### src/rtl/vec_stream_tx.sv
// Purpose: buffers whole N-element vectors in two ping/pong slots and streams them out one element at a time.
// Latency: first element is offered one cycle after the vector is accepted into an empty buffer.
// Backpressure: output_ready low holds the current element; vec_ready drops only when both slots are occupied.
module vec_stream_tx #(
  parameter int N = 4,
  parameter int T = 16
) (
  input  logic                clk,
  input  logic                reset,
  input  logic                vec_valid,
  output logic                vec_ready,
  input  logic [N*T-1:0]      vec_data,
  output logic                output_valid,
  input  logic                output_ready,
  output logic signed [T-1:0] output_data,
  output logic                output_last
);

  localparam int IW = (N > 1) ? $clog2(N) : 1;

  typedef enum logic [1:0] {
    EMPTY = 2'd0,
    ONE   = 2'd1,
    FULL  = 2'd2
  } occ_t;

  occ_t          occ_q, occ_d;
  logic          head_q, head_d;
  logic [IW-1:0] idx_q, idx_d;
  logic [T-1:0]  slot_q [2][N];
  logic [T-1:0]  slot_d [2][N];

  logic accept;
  logic xfer;
  logic pop;
  logic wr_sel;
  logic at_last;

  // Handshake decode; vec_ready and output_valid come from registered occupancy only.
  always_comb begin
    vec_ready    = !reset && (occ_q != FULL);
    output_valid = !reset && (occ_q != EMPTY);
    at_last      = (idx_q == IW'(N - 1));
    output_data  = output_valid ? slot_q[head_q][idx_q] : '0;
    output_last  = output_valid && at_last;
    accept       = vec_valid && vec_ready;
    xfer         = output_valid && output_ready;
    pop          = xfer && at_last;
    // An empty buffer is written at the head; otherwise the head is busy and the partner slot takes the new vector.
    wr_sel       = (occ_q == ONE) ? ~head_q : head_q;
  end

  // Next occupancy, head pointer, element index and slot contents.
  always_comb begin
    occ_d  = occ_q;
    head_d = head_q;
    idx_d  = idx_q;
    slot_d = slot_q;

    case (occ_q)
      EMPTY: if (accept) occ_d = ONE;
      ONE: begin
        if (accept && !pop)      occ_d = FULL;
        else if (!accept && pop) occ_d = EMPTY;
      end
      FULL:    if (pop) occ_d = ONE;
      default: occ_d = EMPTY;
    endcase

    if (xfer) begin
      idx_d = at_last ? '0 : idx_q + IW'(1);
    end
    if (pop) begin
      head_d = ~head_q;
    end

    if (accept) begin
      for (int i = 0; i < N; i++) begin
        slot_d[wr_sel][i] = vec_data[i*T +: T];
      end
    end
  end

  // State registers with synchronous clear of both slots.
  always_ff @(posedge clk) begin
    if (reset) begin
      occ_q  <= EMPTY;
      head_q <= 1'b0;
      idx_q  <= '0;
      for (int s = 0; s < 2; s++) begin
        for (int i = 0; i < N; i++) begin
          slot_q[s][i] <= '0;
        end
      end
    end else begin
      occ_q  <= occ_d;
      head_q <= head_d;
      idx_q  <= idx_d;
      slot_q <= slot_d;
    end
  end

endmodule

### config.mk
export PLATFORM = sky130hd
export DESIGN_NAME = vec_stream_tx
export DESIGN_NICKNAME = d
export VERILOG_FILES = /design/src/rtl/vec_stream_tx.sv
export SDC_FILE = /design/constraint.sdc
export NUM_CORES = 1
export LEC_CHECK = 0
export ABC_AREA = 0
export BUFFER_PORTS_ARGS = -buffer_cell sky130_fd_sc_hd__buf_4
export CAP_MARGIN = 20
export CORE_MARGIN = 2
export CORE_UTILIZATION = 50
export CTS_BUF_LIST = sky130_fd_sc_hd__clkbuf_8
export CTS_CLUSTER_SIZE = 8
export DETAILED_ROUTE_END_ITERATION = 8
export PLACE_DENSITY = 0.76
export REMOVE_ABC_BUFFERS = 1
export SLEW_MARGIN = 20
export SYNTH_ARGS = -nofsm -noshare
export SYNTH_HDL_FRONTEND = slang
export SYNTH_SLANG_ARGS = --single-unit
### constraint.sdc
create_clock -name clk -period 1.6 [get_ports clk]
set_input_delay 0.08 -clock clk [delete_from_list [all_inputs] [get_ports clk]]
set_output_delay 0.08 -clock clk [all_outputs]
set_load 0.02 [all_outputs]
After elaboration in Yosys (flattened, before gate mapping):

Index checks and enable logic that the tools add are counted.

* add/subtract/negate cells: 1
* magnitude comparators: 4
* equal/unequal tests: 7
* muxes and demuxes: 26
* bitwise gates (word level): 4
* reduce and logical (&&, ||, !) cells: 15

Operator list (count)
* $bwmux W128: 4
* $demux W64 S1: 4
* $mux W64: 4
* $mux W16: 4
* $mux W48: 1
* $bmux W16 S2: 1
* $mux W32: 1
* $mux W2: 5
* $logic_and A1 B1 Y1: 9
* $ne A2 B2 Y1 const B: 3
* $pmux W2 S3: 1
* $eq A2 B2 Y1 const B: 2
* $ge A2 B2 Y1 const B: 2
* $not A1 Y2: 2
* $ge A3 B3 Y1 const B: 1
* $logic_not A1 Y1: 3
* $ne A3 B1 Y1 const B: 1
* $not A2 Y3: 1
* $reduce_and A3 Y1: 1
* $add A2 B1 Y2 const B: 1
* $eq A2 B1 Y1 const B: 1
* $logic_not A2 Y1: 1
* $lt A2 B1 Y1 const B: 1
* $reduce_bool A2 Y1: 1
* other kinds (2): 2

* flip-flop bits (word level): 133
* input bits: 68
* output and inout bits: 19
* word-level logic and storage cells: 68

Depth between registers and ports, before layout:

Gate-level depths: netlist of the first run.

* word-level depth: 11
* depth in mapped cells: 7
* depth with buffers taken out: 5

Worst setup path before layout of the first run:

OpenSTA, ideal clock, no wires.

* path type: register to output
* start point: reg head_q
* end point: out output_data[12]
* data arrival time: 1.634 ns
* required time: 1.520 ns
* path slack: -0.114 ns
* stages on the path, launching flop included: 6
* path buffers: 2
* cell sequence: dfxtp_1 -> buf_4 -> buf_2 -> mux4_2 -> nand3_1 -> o21ai_0

* longest elaborated chain between the ends: 8

Ends and longest elaborated chain
* start: declaration: line 28 `logic head_q, head_d;`
* start signal: assignment: line 88 `head_q <= 1'b0;`
* start signal: assignment: line 97 `head_q <= head_d;`
* $not A1 Y2 (implied by the code): line 44 `output_data = output_valid ? slot_q[head_q][idx_q] : '0;`
* $mux W64 (implied by the code) (3 in a row): line 44
* $bmux W16 S2: line 44
* $mux W16 (implied by the code) (2 in a row): line 44
* $mux W16: line 44
* end: declaration: line 15 `output logic signed [T-1:0] output_data,`

No other way between the ends. The select of a mux whose other input is x is not followed.

Final worst setup path of the first run:

* start point: reg head_q
* end point: reg slot_q[62] in the netlist's numbering

* longest elaborated chain between the ends: 11
* elaborated cells on any way between the ends: 15
* those cells by class: 2 x order compare; 10 x mux; 2 x bitwise; 1 x reduce/logical

Ends and longest elaborated chain
* $not A1 Y1: line 50 `wr_sel = (occ_q == ONE) ? ~head_q : head_q;`
* $mux W1 *: line 50
* $not A1 Y2 (implied by the code) *: line 79 `slot_d[wr_sel][i] = vec_data[i*T +: T];`
* $ge A2 B2 Y1 (implied by the code) or $lt A2 B1 Y1 (tied branches): line 79
* $logic_and A1 B1 Y1 (implied by the code): line 79
* $mux W64 (implied by the code): line 79
* $demux W64 S1: line 79
* $bwmux W128 (3 in a row): line 79
* $bwmux W128 *: line 79
* end signal: assignment: line 99 `slot_q <= slot_d;`
* end: declaration: line 30 `logic [T-1:0] slot_q [2][N];`

Every way passes the cells marked *; elsewhere a longest branch is shown, timed or not.
A chain may end at the register's enable or synchronous reset.

==> results of run 1 <==
[registers in the layout (all words and copies together), names as in the netlist]
register  count
head_q        1
idx_q         2
occ_q         2
slot_q      128
[layer usage]
metal / vias to the layer above / routed length [um] / GRT usage
li1: 2730 / - / -
met1: 3297 / 10400 / 0.349
met2: 726 / 13400 / 0.505
met3: 278 / 4000 / 0.0490
met4: 0 / 2600 / 0.117
met5: - / 0 / 0
[path summary, 6_finish.rpt]
kind | startpoint | end | slack (ps) | cells after the start
setup / recovery | head_q$_SDFFE_PP0P_ | slot_q[62]$_SDFFE_PP0P_ | -570 | 9
hold / removal | reset | idx_q[0]$_SDFFE_PP0P_ | 60 | 3
setup reg to reg | head_q$_SDFFE_PP0P_ | slot_q[62]$_SDFFE_PP0P_ | -570 | 9
hold reg to reg | slot_q[6]$_SDFFE_PP0P_ | slot_q[6]$_SDFFE_PP0P_ | 470 | 2
[area by class of cell]
| type | instances | area [sq um] |
|---|---|---|
| Multi-Input combinational cell | 484 | 4320 |
| Timing Repair Buffer | 239 | 2770 |
| Sequential cell | 133 | 2680 |
| Fill cell | 376 | 967 |
| Clock buffer | 19 | 262 |
| Tap cell | 143 | 179 |
| Clock inverter | 12 | 139 |
| Inverter | 16 | 60.1 |
[critical path, stage by stage, from the launching register on]
cell and delay (ps):
dfxtp_4 470, buf_12 160, buf_6 100, buf_8 100, nand3b_1 170, o22ai_4 380, buf_12 220, clkbuf_16 210
nand2_4 60, a21oi_2 180
[per-stage QoR]
stage	utilization	TNS [ps]	instance area, sq um	cells
after global placement	0.588	0	6680	890
after global routing	0.915	-62490	10400	1046
after CTS	0.721	-16370	8200	1003
after detailed placement	0.588	-17.2	6680	890
final	0.915	-57550	10400	1046
after floorplan	-	-229260	5490	632
[cells by family after synthesis]
group,after synthesis,share of synthesized area
AOI/OAI and AO/OA,154,0.142
xor gates and xnor gates,3,0.00454
adders and majority gates,1,0.00216
buffers and inverters,72,0.0623
DFF,133,0.460
muxes,33,0.126
and+or+nand+nor,292,0.202
[cells in the final DEF, fill, tap and decap left out, types with 8 or more instances in the layout]
| cell | Yosys | layout |
|---|---|---|
| clkbuf_16 | 0 | 17 |
| buf_12 | 0 | 20 |
| clkbuf_8 | 0 | 19 |
| buf_4 | 18 | 96 |
| inv_1 | 16 | 8 |
| mux4_2 | 32 | 32 |
| a21oi_2 | 0 | 119 |
| inv_2 | 0 | 11 |
| nand2_4 | 0 | 114 |
| dlygate4sd3_1 | 0 | 66 |
| nand3_1 | 18 | 9 |
| nand2_1 | 259 | 103 |
| o21ai_2 | 0 | 11 |
| buf_6 | 0 | 30 |
| dfxtp_1 | 133 | 129 |
| nand3_2 | 0 | 9 |
| nand2_2 | 0 | 42 |
| a21oi_1 | 129 | 10 |
[where the power goes]
part           switching, mW  internal [mW]  total, mW
registers              0.126           3.43       3.56
clock network           1.42           1.59       3.01
logic                  0.961          0.827       1.79
total                   2.51           5.85       8.36
[timing repair]
item | 4_1_cts | 5_1_grt
hold buffers | 66 | 0
hold endpoints to repair | 133 | 0
gates cloned | 8 | 24
pin swaps | 9 | 218
endpoints found under the setup margin | 22 | 145
setup buffers | 8 | 26
resized for setup | 60 | 452
==> results.md, run 1 <==
* Outcome: finished with violations
* Failing checks: negative setup slack
* Core ar. at 0.0114 sq mm
* Total Power at 8.36 mW
* Post-synth top area cell: dfxtp_1
* Max Freq at 461 MHz
* Area contributors post-synth: dfxtp_1 (46%), nand2_1 (17%), mux4_2 (12%)
* CTS tree: built
* Die ar. at 0.0125 sq mm
* Ant. Diodes at 0
* Drt total wl at 30400 um
* # IOs at 87
* Port bufs at 86
* Leakage at 4.28 nW
* H-tree Lvls at 4
* Die Y at 112 um
* Top cells by instance count after synthesis: nand2_1 (259), dfxtp_1 (133), a21oi_1 (129)
* Nets at 960
* Most frequent cell after synthesis: nand2_1
* Average routed wire per standard cell at 29.1 um
* Setup violations, final at 147
* Yosys top cell area share at 0.460
* Crit Path Max Fanout at 7
* Worst setup margin at -567 ps
* Overflow after GRT at 0
* FFs w/ async S/R, synth at 0
* Skew-Pair Late Insertion Delay at 460 ps
* Vias/cell at 6.72
* Vias in the first global route at 5750
* Largest net degree at the start of global routing at 126
* Vias post-DR at 7031
* Final hold vios at 0
* Setup Skew at 7.76 ps
* Post-synthesis sequential area ratio at 0.460
* Average size of a mapped cell at 8.41 sq um
* Count of unique library cells instantiated by Yosys at 31
* Initial antenna violation count at 0
* Die Span X at 112 um
* Minimum clock period at 2170 ps
* Slew @ Worst Pin at 993 ps
* Remaining DRCs at 0
* Top FF cell, synth: dfxtp_1
* Post-DP HPWL at 9580 um
* Setup Crit Path Kind: register to register
* Fin. max-slew vios at 0
* Synth-to-layout area growth at 79.8%
* Ys Warns at 0
* Starting density of the core at 0.509
* HP Class: primary input to register
* ANT nets after route at 0
* Peak supply drop at 0.000802 V
* Required time worst endpoint at 1960 ps
* Root buffer cell: clkbuf_8
* Tcrit/Tclk final at 1.35
* GP Congestion at 0.813
* Cell Area, Synth at 0.00579 sq mm
* # rows at 39
* RSZ-0062 raised after global routing: yes
* Worst-path clk slew at 80 ps
* Post-synth EDFFs at 0
* CP Data Arrival Time at 2530 ps
* First-pass GRT wire length at 28300 um
* Max_cap viols at 0
* TritonCTS Sinks at 133
* #FFs+latches synth at 133
* Router iterations before antenna repair at 5
* Total GRT Usage at 0.287
* Layout cells sized above 1 at 0.611
* Pre-CTS setup slack at -17.2 ps
* Num CTS Buffers at 17
* Max Buffers Root-to-Sink at 2
* Hold_ws at 55.0 ps
* PwrDens at 804 mW/mm^2
* Kind of end point of the critical path: register
* Cells after Synth at 688
* Startpoint Class: register
* Slew margin rel. at 0.338
* Initial DRC count at 957
Note: power is estimated with default switching activity, not from simulation.
==> run 2: changes to the inputs <==
--- a/config.mk
+++ b/config.mk
@@ -15,3 +15,3 @@
 export DETAILED_ROUTE_END_ITERATION = 8
-export PLACE_DENSITY = 0.76
+export PLACE_DENSITY = 0.73
 export REMOVE_ABC_BUFFERS = 1
==> constraint.sdc (replaced) <==
create_clock -name clk -period 2.16 [get_ports clk]
set_input_delay 0.108 -clock clk [delete_from_list [all_inputs] [get_ports clk]]
set_output_delay 0.108 -clock clk [all_outputs]
set_load 0.05 [all_outputs]
==> run 2 against run 1 <==
Largest cell class unchanged. Sequential power down 27%. Non-clock buffer count is 62 lower. Clock power fell by 18%. The run now ends clean. Via count shrank 24%. Worst setup slack better by 610 ps. Sequential cell count unchanged. Worst hold slack improved by 21 ps. Sequential share of layout area increased by 8.8 points. Combinational power shrank 61%. Core utilization is 23 points lower.
==> results.md, run 2 (synthesized netlist as in run 1, its figures left out) <==
* Nets at 897
* Commonest non-fill, non-tap cell in the layout: nand2_1
* Minimum clock period at 2120 ps
* Overflow after GRT at 0
* Final hold vios at 0
* CP Data Arrival Time at 2010 ps
* CP cell instances: buf_12, mux4_2, nand3_1, o21ai_0, buf_4
* Slowest stage delay, CP at 490 ps
* Worst-path clk slew at 70 ps
* WP buf/inv at 2
* Starting density of the core at 0.509
* Hold path depth at 3
* Max reg flops at 128
* Peak supply drop at 0.000705 V
* Die Span X at 112 um
* Register area at 0.00267 sq mm
* Vias in the first global route at 5012
* Setup Crit Path Kind: register to primary output
* ANT nets after route at 0
* PwrDens at 745 mW/mm^2
* First-pass GRT wire length at 24100 um
* Die Y at 112 um
* GP Congestion at 0.794
* Setup Skew at 9.03 ps
* Kind of end point of the critical path: primary output
* Setup violations, final at 0
* Largest net degree at the start of global routing at 60
* Fin. max-slew vios at 0
* HP Class: primary input to register
* Layout cells sized above 1 at 0.217
* Max Freq at 472 MHz
* Post-DP HPWL at 9450 um
* Most flops, register: slot_q
* Critical R2R Capture: slot_q[28]$_SDFFE_PP0P_
* Vias post-DR at 5315
* Initial DRC count at 493
* Skew-Pair Late Insertion Delay at 440 ps
* Max Buffers Root-to-Sink at 2
* R2R setup slack at 340 ps
* Area of the multi-input gates at 0.00277 sq mm
* Critical Path Slowest Stage Cell: mux4_2
* Num CTS Buffers at 17
* CTS tree: built
* Router iterations before antenna repair at 5
* Root buffer cell: clkbuf_8
* Vias/cell at 5.41
* Initial antenna violation count at 0
* Ant. Diodes at 0
* Leakage at 2.89 nW
* Tcrit/Tclk final at 0.980
* Critical R2R Launch: occ_q[1]$_SDFFE_PP0P_
* Top delay family on crit path: multiplexers
* Drt total wl at 14900 um
* Average routed wire per standard cell at 15.2 um
* Total Power at 5.77 mW
* Port bufs at 86
* Hold_ws at 76.1 ps
* TritonCTS Sinks at 133
* Die ar. at 0.0125 sq mm
* Slew @ Worst Pin at 599 ps
* Required time worst endpoint at 2050 ps
* Max_cap viols at 0
* Non-Filler Instances at 983
* Remaining DRCs at 0
* Hold endpoint: occ_q[1]$_SDFFE_PP0P_
* Slew margin rel. at 0.601
* Outcome: completed
* Top flop regs: slot_q: 128 flops, idx_q: 2 flops, occ_q: 2 flops
* FILL cells at 947
* R2r worst-path depth at 5
* Core ar. at 0.0114 sq mm
* RSZ-0062 raised after global routing: no
* H-tree Lvls at 4
* Inst Count DP at 884
* Total GRT Usage at 0.241
* Startpoint Class: register
* Synth-to-layout area growth at 33.9%
* Crit Path Max Fanout at 9
* # rows at 39
* # IOs at 87
* Worst hold start: vec_valid
* Most frequent cells in the layout: nand2_1 (259), a21oi_1 (129), dfxtp_1 (129)
[run 2: layout make-up]
| type | count | share of cell area |
|---|---|---|
| Clock buffer | 19 | 0.0338 |
| Tap cell | 143 | 0.0231 |
| Sequential cell | 133 | 0.345 |
| Timing Repair Buffer | 177 | 0.206 |
| Clock inverter | 12 | 0.0271 |
| Inverter | 16 | 0.00775 |
| Multi-Input combinational cell | 483 | 0.357 |
[run 2: tightest hold or removal path: stages]
cell and delay [ps]:
buf_4 140, a21oi_1 160, a211oi_1 70
[run 2: where the power goes]
part / switching, mW / internal, mW
logic: 0.354 / 0.349
registers: 0.0556 / 2.54
clock network: 0.935 / 1.53
[run 2: how the worst max path moves through the flow]
stage / from / endpoint / slack, ps / cells past startpoint
2_1_floorplan: head_q$_SDFFE_PP0P_ / output_data[15] / -1130 / 3
3_3_place_gp: head_q$_SDFFE_PP0P_ / output_data[7] / 340 / 5
3_5_place_dp: occ_q[1]$_SDFFE_PP0P_ / slot_q[54]$_SDFFE_PP0P_ / 260 / 5
4_1_cts: reset / output_data[3] / 2 / 7
5_1_grt: reset / output_data[9] / 7 / 7
6_report: head_q$_SDFFE_PP0P_ / output_data[8] / 40 / 5
[run 2: routing by layer]
metal | vias to the layer above | track usage | wire [um]
met2 | 173 | 0.396 | 7330
li1 | 2579 | - | -
met3 | 16 | 0.0593 | 779
met4 | 0 | 0.0724 | 159
met5 | - | 0 | 0
met1 | 2547 | 0.318 | 6630
[run 2: repair_timing]
item | 4_1_cts | 5_1_grt
buffers inserted | 1 | 0
endpoints found under the hold margin | 131 | 0
cloned | 0 | 0
setup endpoints to repair | 15 | 12
resized for setup | 5 | 6
hold buffers | 67 | 0
[run 2: stage by stage]
step | util | worst slack (ps) | TNS, ps | instance area, sq um
finish | 0.681 | 42.8 | 0 | 7750
global route | 0.681 | 7.20 | 0 | 7750
CTS | 0.681 | 1.96 | 0 | 7740
detailed placement | 0.578 | 263 | 0 | 6580
global placement | 0.578 | 343 | 0 | 6580
floorplan | - | -1130 | -157650 | 5490
